$ cat config.mk
export PLATFORM = sky130hd
export DESIGN_NAME = game_timer
export DESIGN_NICKNAME = d
export VERILOG_FILES = /design/src/rtl/game_timer.sv
export SDC_FILE = /design/constraint.sdc
export NUM_CORES = 1
export LEC_CHECK = 0
export ABC_CLOCK_PERIOD_IN_PS = 3000
export CORE_MARGIN = 5
export CORE_UTILIZATION = 38
export CTS_CLUSTER_SIZE = 40
export DETAILED_ROUTE_END_ITERATION = 12
export PLACE_DENSITY_LB_ADDON = 0.15
export RECOVER_POWER = 50
export SLEW_MARGIN = 20
export SYNTH_ARGS = -nofsm -noshare
export SYNTH_HDL_FRONTEND = slang
export SYNTH_SLANG_ARGS = --single-unit
$ cat constraint.sdc
create_clock -name clk -period 3 [get_ports clk]
set_clock_uncertainty 0.05 [all_clocks]
set_input_delay 0.6 -clock clk [delete_from_list [all_inputs] [get_ports clk]]
set_output_delay 0.6 -clock clk [all_outputs]
set_load 0.01 [all_outputs]
$ cat src/rtl/game_timer.sv
// Countdown game timer: BCD mm:ss countdown with start/pause/bonus/load control
// and a registered, multiplexed four-digit seven-segment display driver.
module game_timer #(
    parameter logic [7:0]  START_MM = 8'h02,
    parameter logic [7:0]  START_SS = 8'h00,
    parameter int unsigned SCAN_W   = 17
) (
    input  logic       clk,
    input  logic       rst,
    input  logic       tick,
    input  logic       start,
    input  logic       pause,
    input  logic       load,
    input  logic       bonus,
    output logic [7:0] mm,
    output logic [7:0] ss,
    output logic       running,
    output logic       expired,
    output logic       timeout,
    output logic [3:0] an,
    output logic [6:0] seg
);

    localparam logic [15:0] T_ZERO = 16'h0000;
    localparam logic [15:0] T_MAX  = 16'h9959;

    typedef enum logic [1:0] {IDLE, RUN, PAUSE, EXPIRED} state_t;

    state_t            state;
    state_t            state_nxt;
    logic [7:0]        mm_nxt;
    logic [7:0]        ss_nxt;
    logic              timeout_nxt;
    logic [15:0]       cur_t;
    logic [15:0]       t_dec;
    logic [15:0]       t_add;
    logic [15:0]       t_both;
    logic [SCAN_W-1:0] scan_cnt;
    logic [1:0]        digit_idx_c;
    logic [3:0]        nib_c;
    logic [3:0]        an_c;
    logic [6:0]        seg_c;

    // BCD mm:ss minus one second, borrowing through every digit.
    function automatic logic [15:0] bcd_dec(input logic [15:0] t);
        logic [3:0] mt, mo, st, so;
        {mt, mo, st, so} = t;
        if (so != 4'd0) begin
            so = so - 4'd1;
        end else begin
            so = 4'd9;
            if (st != 4'd0) begin
                st = st - 4'd1;
            end else begin
                st = 4'd5;
                if (mo != 4'd0) begin
                    mo = mo - 4'd1;
                end else begin
                    mo = 4'd9;
                    mt = mt - 4'd1;
                end
            end
        end
        return {mt, mo, st, so};
    endfunction

    // BCD mm:ss plus ten seconds, saturating at 99:59.
    function automatic logic [15:0] bcd_add10(input logic [15:0] t);
        logic [3:0] mt, mo, st, so;
        logic       sat;
        {mt, mo, st, so} = t;
        sat = 1'b0;
        if (st != 4'd5) begin
            st = st + 4'd1;
        end else begin
            st = 4'd0;
            if (mo != 4'd9) begin
                mo = mo + 4'd1;
            end else begin
                mo = 4'd0;
                if (mt != 4'd9) mt = mt + 4'd1;
                else            sat = 1'b1;
            end
        end
        return sat ? T_MAX : {mt, mo, st, so};
    endfunction

    function automatic logic [6:0] seg_decode(input logic [3:0] d);
        logic [6:0] s;
        case (d)
            4'd0:    s = 7'b1000000;
            4'd1:    s = 7'b1111001;
            4'd2:    s = 7'b0100100;
            4'd3:    s = 7'b0110000;
            4'd4:    s = 7'b0011001;
            4'd5:    s = 7'b0010010;
            4'd6:    s = 7'b0000010;
            4'd7:    s = 7'b1111000;
            4'd8:    s = 7'b0000000;
            4'd9:    s = 7'b0010000;
            default: s = 7'b1111111;
        endcase
        return s;
    endfunction

    // Decrement first so a combined bonus+tick saturates on the net +9 s.
    assign cur_t  = {mm, ss};
    assign t_dec  = bcd_dec(cur_t);
    assign t_add  = bcd_add10(cur_t);
    assign t_both = bcd_add10(t_dec);

    always_ff @(posedge clk) begin
        if (rst) state <= IDLE;
        else     state <= state_nxt;
    end

    // Next state and next time value; load beats start/pause beats bonus/tick.
    always_comb begin
        state_nxt   = state;
        mm_nxt      = mm;
        ss_nxt      = ss;
        timeout_nxt = 1'b0;
        if (load) begin
            state_nxt = IDLE;
            mm_nxt    = START_MM;
            ss_nxt    = START_SS;
        end else begin
            case (state)
                IDLE, PAUSE: begin
                    if (start) begin
                        if (cur_t != T_ZERO) begin
                            state_nxt = RUN;
                        end else begin
                            state_nxt   = EXPIRED;
                            timeout_nxt = 1'b1;
                        end
                    end else if (state == PAUSE && bonus) begin
                        {mm_nxt, ss_nxt} = t_add;
                    end
                end
                RUN: begin
                    if (pause) begin
                        state_nxt = PAUSE;
                    end else if (bonus && tick) begin
                        {mm_nxt, ss_nxt} = t_both;
                    end else if (bonus) begin
                        {mm_nxt, ss_nxt} = t_add;
                    end else if (tick) begin
                        {mm_nxt, ss_nxt} = t_dec;
                        if (t_dec == T_ZERO) begin
                            state_nxt   = EXPIRED;
                            timeout_nxt = 1'b1;
                        end
                    end
                end
                EXPIRED: state_nxt = EXPIRED;
                default: state_nxt = IDLE;
            endcase
        end
    end

    // Digit select from the top two refresh bits: ss ones, ss tens, mm ones, mm tens.
    always_comb begin
        digit_idx_c = scan_cnt[SCAN_W-1 -: 2];
        case (digit_idx_c)
            2'd0:    nib_c = ss[3:0];
            2'd1:    nib_c = ss[7:4];
            2'd2:    nib_c = mm[3:0];
            default: nib_c = mm[7:4];
        endcase
        an_c  = ~(4'b0001 << digit_idx_c);
        seg_c = seg_decode(nib_c);
    end

    always_ff @(posedge clk) begin
        if (rst) begin
            mm       <= START_MM;
            ss       <= START_SS;
            running  <= 1'b0;
            expired  <= 1'b0;
            timeout  <= 1'b0;
            scan_cnt <= '0;
            an       <= 4'b1110;
            seg      <= seg_decode(START_SS[3:0]);
        end else begin
            mm       <= mm_nxt;
            ss       <= ss_nxt;
            running  <= (state_nxt == RUN);
            expired  <= (state_nxt == EXPIRED);
            timeout  <= timeout_nxt;
            scan_cnt <= scan_cnt + SCAN_W'(1);
            an       <= an_c;
            seg      <= seg_c;
        end
    end

endmodule

==> out/metrics.cfg <==
[clocking]
cts_buffer_depth=2
numCtsBuffers=5
htreeDepth=2
cts_tree=done
clk_pin_slew_worst_paths_ns=0.12
clkSinkCount=49
cts-root-buf=clkbuf_8
ctsHoldBuffers=0
worstSkewPairLatency_ns=0.32

[synthesis]
synthCells=435
avgSynthCellArea_um2=8.120
yosysTopAreaCell=dfxtp_1
async_flop_share=0
syn_area_mm2=0.003532
ys_seq_elements=49
synth.most_common_cell=nor2_1
synth_edf_count=0
synth_fp_nets=464
synthTopCellsByArea=dfxtp_1 28%, ha_1 7.8%, nor2_1 5.3%
ys.flop_type=dfxtp_1
synth_commonest_cells=50 x nor2_1, 49 x dfxtp_1, 31 x a21oi_1, 29 x nand2_1, 22 x ha_1
yosysSeqAreaShare=0.2777
synth_cell_types=67
synth_warnings=0
synth.top_cell.area_share=0.2777

[setup_path]
critPathKind=register to register
startpoint=ss[4]
cp.arrival_ns=3.16
critPathLaunchType=register
r2r-start=ss[4]
endpoint_kind=register
path_max_fanout=6
r2r_cells=11
critPathRequiredTime_ns=3.20
r2r-end=timeout
crit_end=timeout
rrSetupSlack_ns=0.04

[placement]
post_dp_cell_area_mm2=0.004249
place_ws_ns=0.03766
dp_cells=601
port_buffers=36
gp_congestion=0.9501
dpl.hpwl_um=7918

[floorplan]
initial_core_util=0.3859
core_area_mm2=0.009153
rows=35
die-area_mm2=0.01132
ioPinCount=37
die_h_um=106.4
fp.dieW_um=106.4

[cells_and_area]
diodes=0
drive_above_1_share=0.1697
fin_cells=612
final_net_count=529
fin_area_mm2=0.004395
area_delta_synth_final_pct=24.44
fillCellCount=867

[timing]
slew_violations=0
hold_ws_ns=0.3946
period_minus_slack_ns=2.960
setup_slack_ns=0.04043
finalCritPeriodShare=0.9865
setup_viol=0
tightest_slew_ns=1.062
max_freq_mhz=337.9
rsz0062_at_grt=yes
timing_hold_violations_final=0
max_slew_margin=0.2919

[global_route]
grt_overflow=0
antenna_found_initial=0
grt_usage=0.1903
grt_pass1_wl_um=17480
grt_pass1_vias=3385
grt_max_degree=28

[routing]
via_count=3544
first_iter_violations=233
wirelength_um=10790
vias_per_cell=5.791
wire_per_inst_um=17.63
dr.pass1.iters=5
drc=0
ant_nets=0

[worst_hold_path]
hp-class=register to register

[power_and_ir_drop]
seqPwrFrac=0.525
clkPwrFrac=0.347
internal_power_mw=0.8944
power.leakage_nw=1.785
power.density_mw_per_mm2=287.2
p_sw_frac=0.2915
vdd_drop_max_v=0.0001772
comb_power_share=0.128
netSwitchingPower_mw=0.3680
finalPower_mw=1.262

[status]
status=completed

[flow_run]
cap_viol_max_count=0

-- worst max-delay path: stages, from the launching register on --
cell and delay (ns):
dfxtp_1 0.33, inv_1 0.10, ha_2 0.24, nor3b_4 0.27
buf_4 0.15, buf_4 0.10, nand3_1 0.09, a2111o_1 0.49
a21oi_1 0.25, nand4_2 0.16, or4b_1 0.50, a21oi_1 0.15
-- state kept, by name, indices dropped and copies added, names as in the netlist --
signal,cells
seg,7
state,2
scan_cnt,17
ss,8
an,4
running,1
timeout,1
expired,1
mm,8
-- power groups by stage --
stage,registers [mW],logic (mW),clock network [mW]
after floorplan,0.679,0.0900,0
after global placement,0.678,0.154,0
after detailed placement,0.678,0.154,0
after CTS,0.663,0.156,0.451
after global routing,0.665,0.175,0.477
final,0.663,0.162,0.438
-- layout make-up --
class | instances | area (µm²) | share of cell area
timing repair buffer | 80 | 683.2 | 0.1554
multi-input combinational | 347 | 2434 | 0.5537
clock inverter | 3 | 25.02 | 0.005693
clock buffer | 5 | 68.82 | 0.01566
sequential | 49 | 982.2 | 0.2235
tap | 111 | 138.9 | 0.03160
inverter | 17 | 63.81 | 0.01452
-- metal layers --
metal | up-vias | wire, µm | GRT usage
met5 | - | 0 | 0
met4 | 0 | 290 | 0.06484
met3 | 21 | 498 | 0.02550
met2 | 130 | 5026 | 0.3163
met1 | 1676 | 4973 | 0.2537
li1 | 1717 | - | -
-- worst min path at each step --
stage / from / to / slack (ns) / cells past startpoint
floorplan: scan_cnt[0] / scan_cnt[0] / 0.36 / 1
global placement: scan_cnt[0] / scan_cnt[0] / 0.38 / 1
detailed placement: scan_cnt[0] / scan_cnt[0] / 0.38 / 1
CTS: scan_cnt[0] / scan_cnt[0] / 0.40 / 1
global route: scan_cnt[0] / scan_cnt[0] / 0.44 / 1
finish: scan_cnt[0] / scan_cnt[0] / 0.39 / 1
-- logic make-up after synthesis --
logic type	after synthesis	share of synthesized area
AOI/OAI and AO/OA	111	0.2175
xor gates and xnor gates	25	0.06199
adders and majority gates	22	0.07793
buffers and inverters	39	0.04357
DFF	49	0.2777
muxes	10	0.04038
and+or+nand+nor	179	0.2809
-- stage by stage --
| stage | utilization | TNS (ns) |
|---|---|---|
| finish | 0.4802 | 0 |
| global route | 0.4802 | -0.1917 |
| CTS | 0.4752 | 0 |
| detailed placement | 0.4643 | 0 |
| global placement | 0.4643 | 0 |
| floorplan | - | 0 |
-- cells in the final DEF, fill, tap and decap left out, types with 9 or more instances in the layout --
cell / count
dfxtp_1: 48
dlygate4sd3_1: 15
clkdlybuf4s50_1: 21
ha_1: 21
a21oi_1: 31
nand3_1: 16
nand4_1: 9
o21ai_0: 18
nand2_1: 29
inv_1: 17
xnor2_1: 9
buf_4: 42
nor2_1: 50
xor2_1: 16
-- timing repair --
action / in CTS / in global routing
cloned: 0 / 0
gates resized for setup: 1 / 7
buffers inserted: 0 / 3
setup endpoints to repair: 1 / 8
pin swaps: 0 / 3
(Power assumes the default switching activity.)
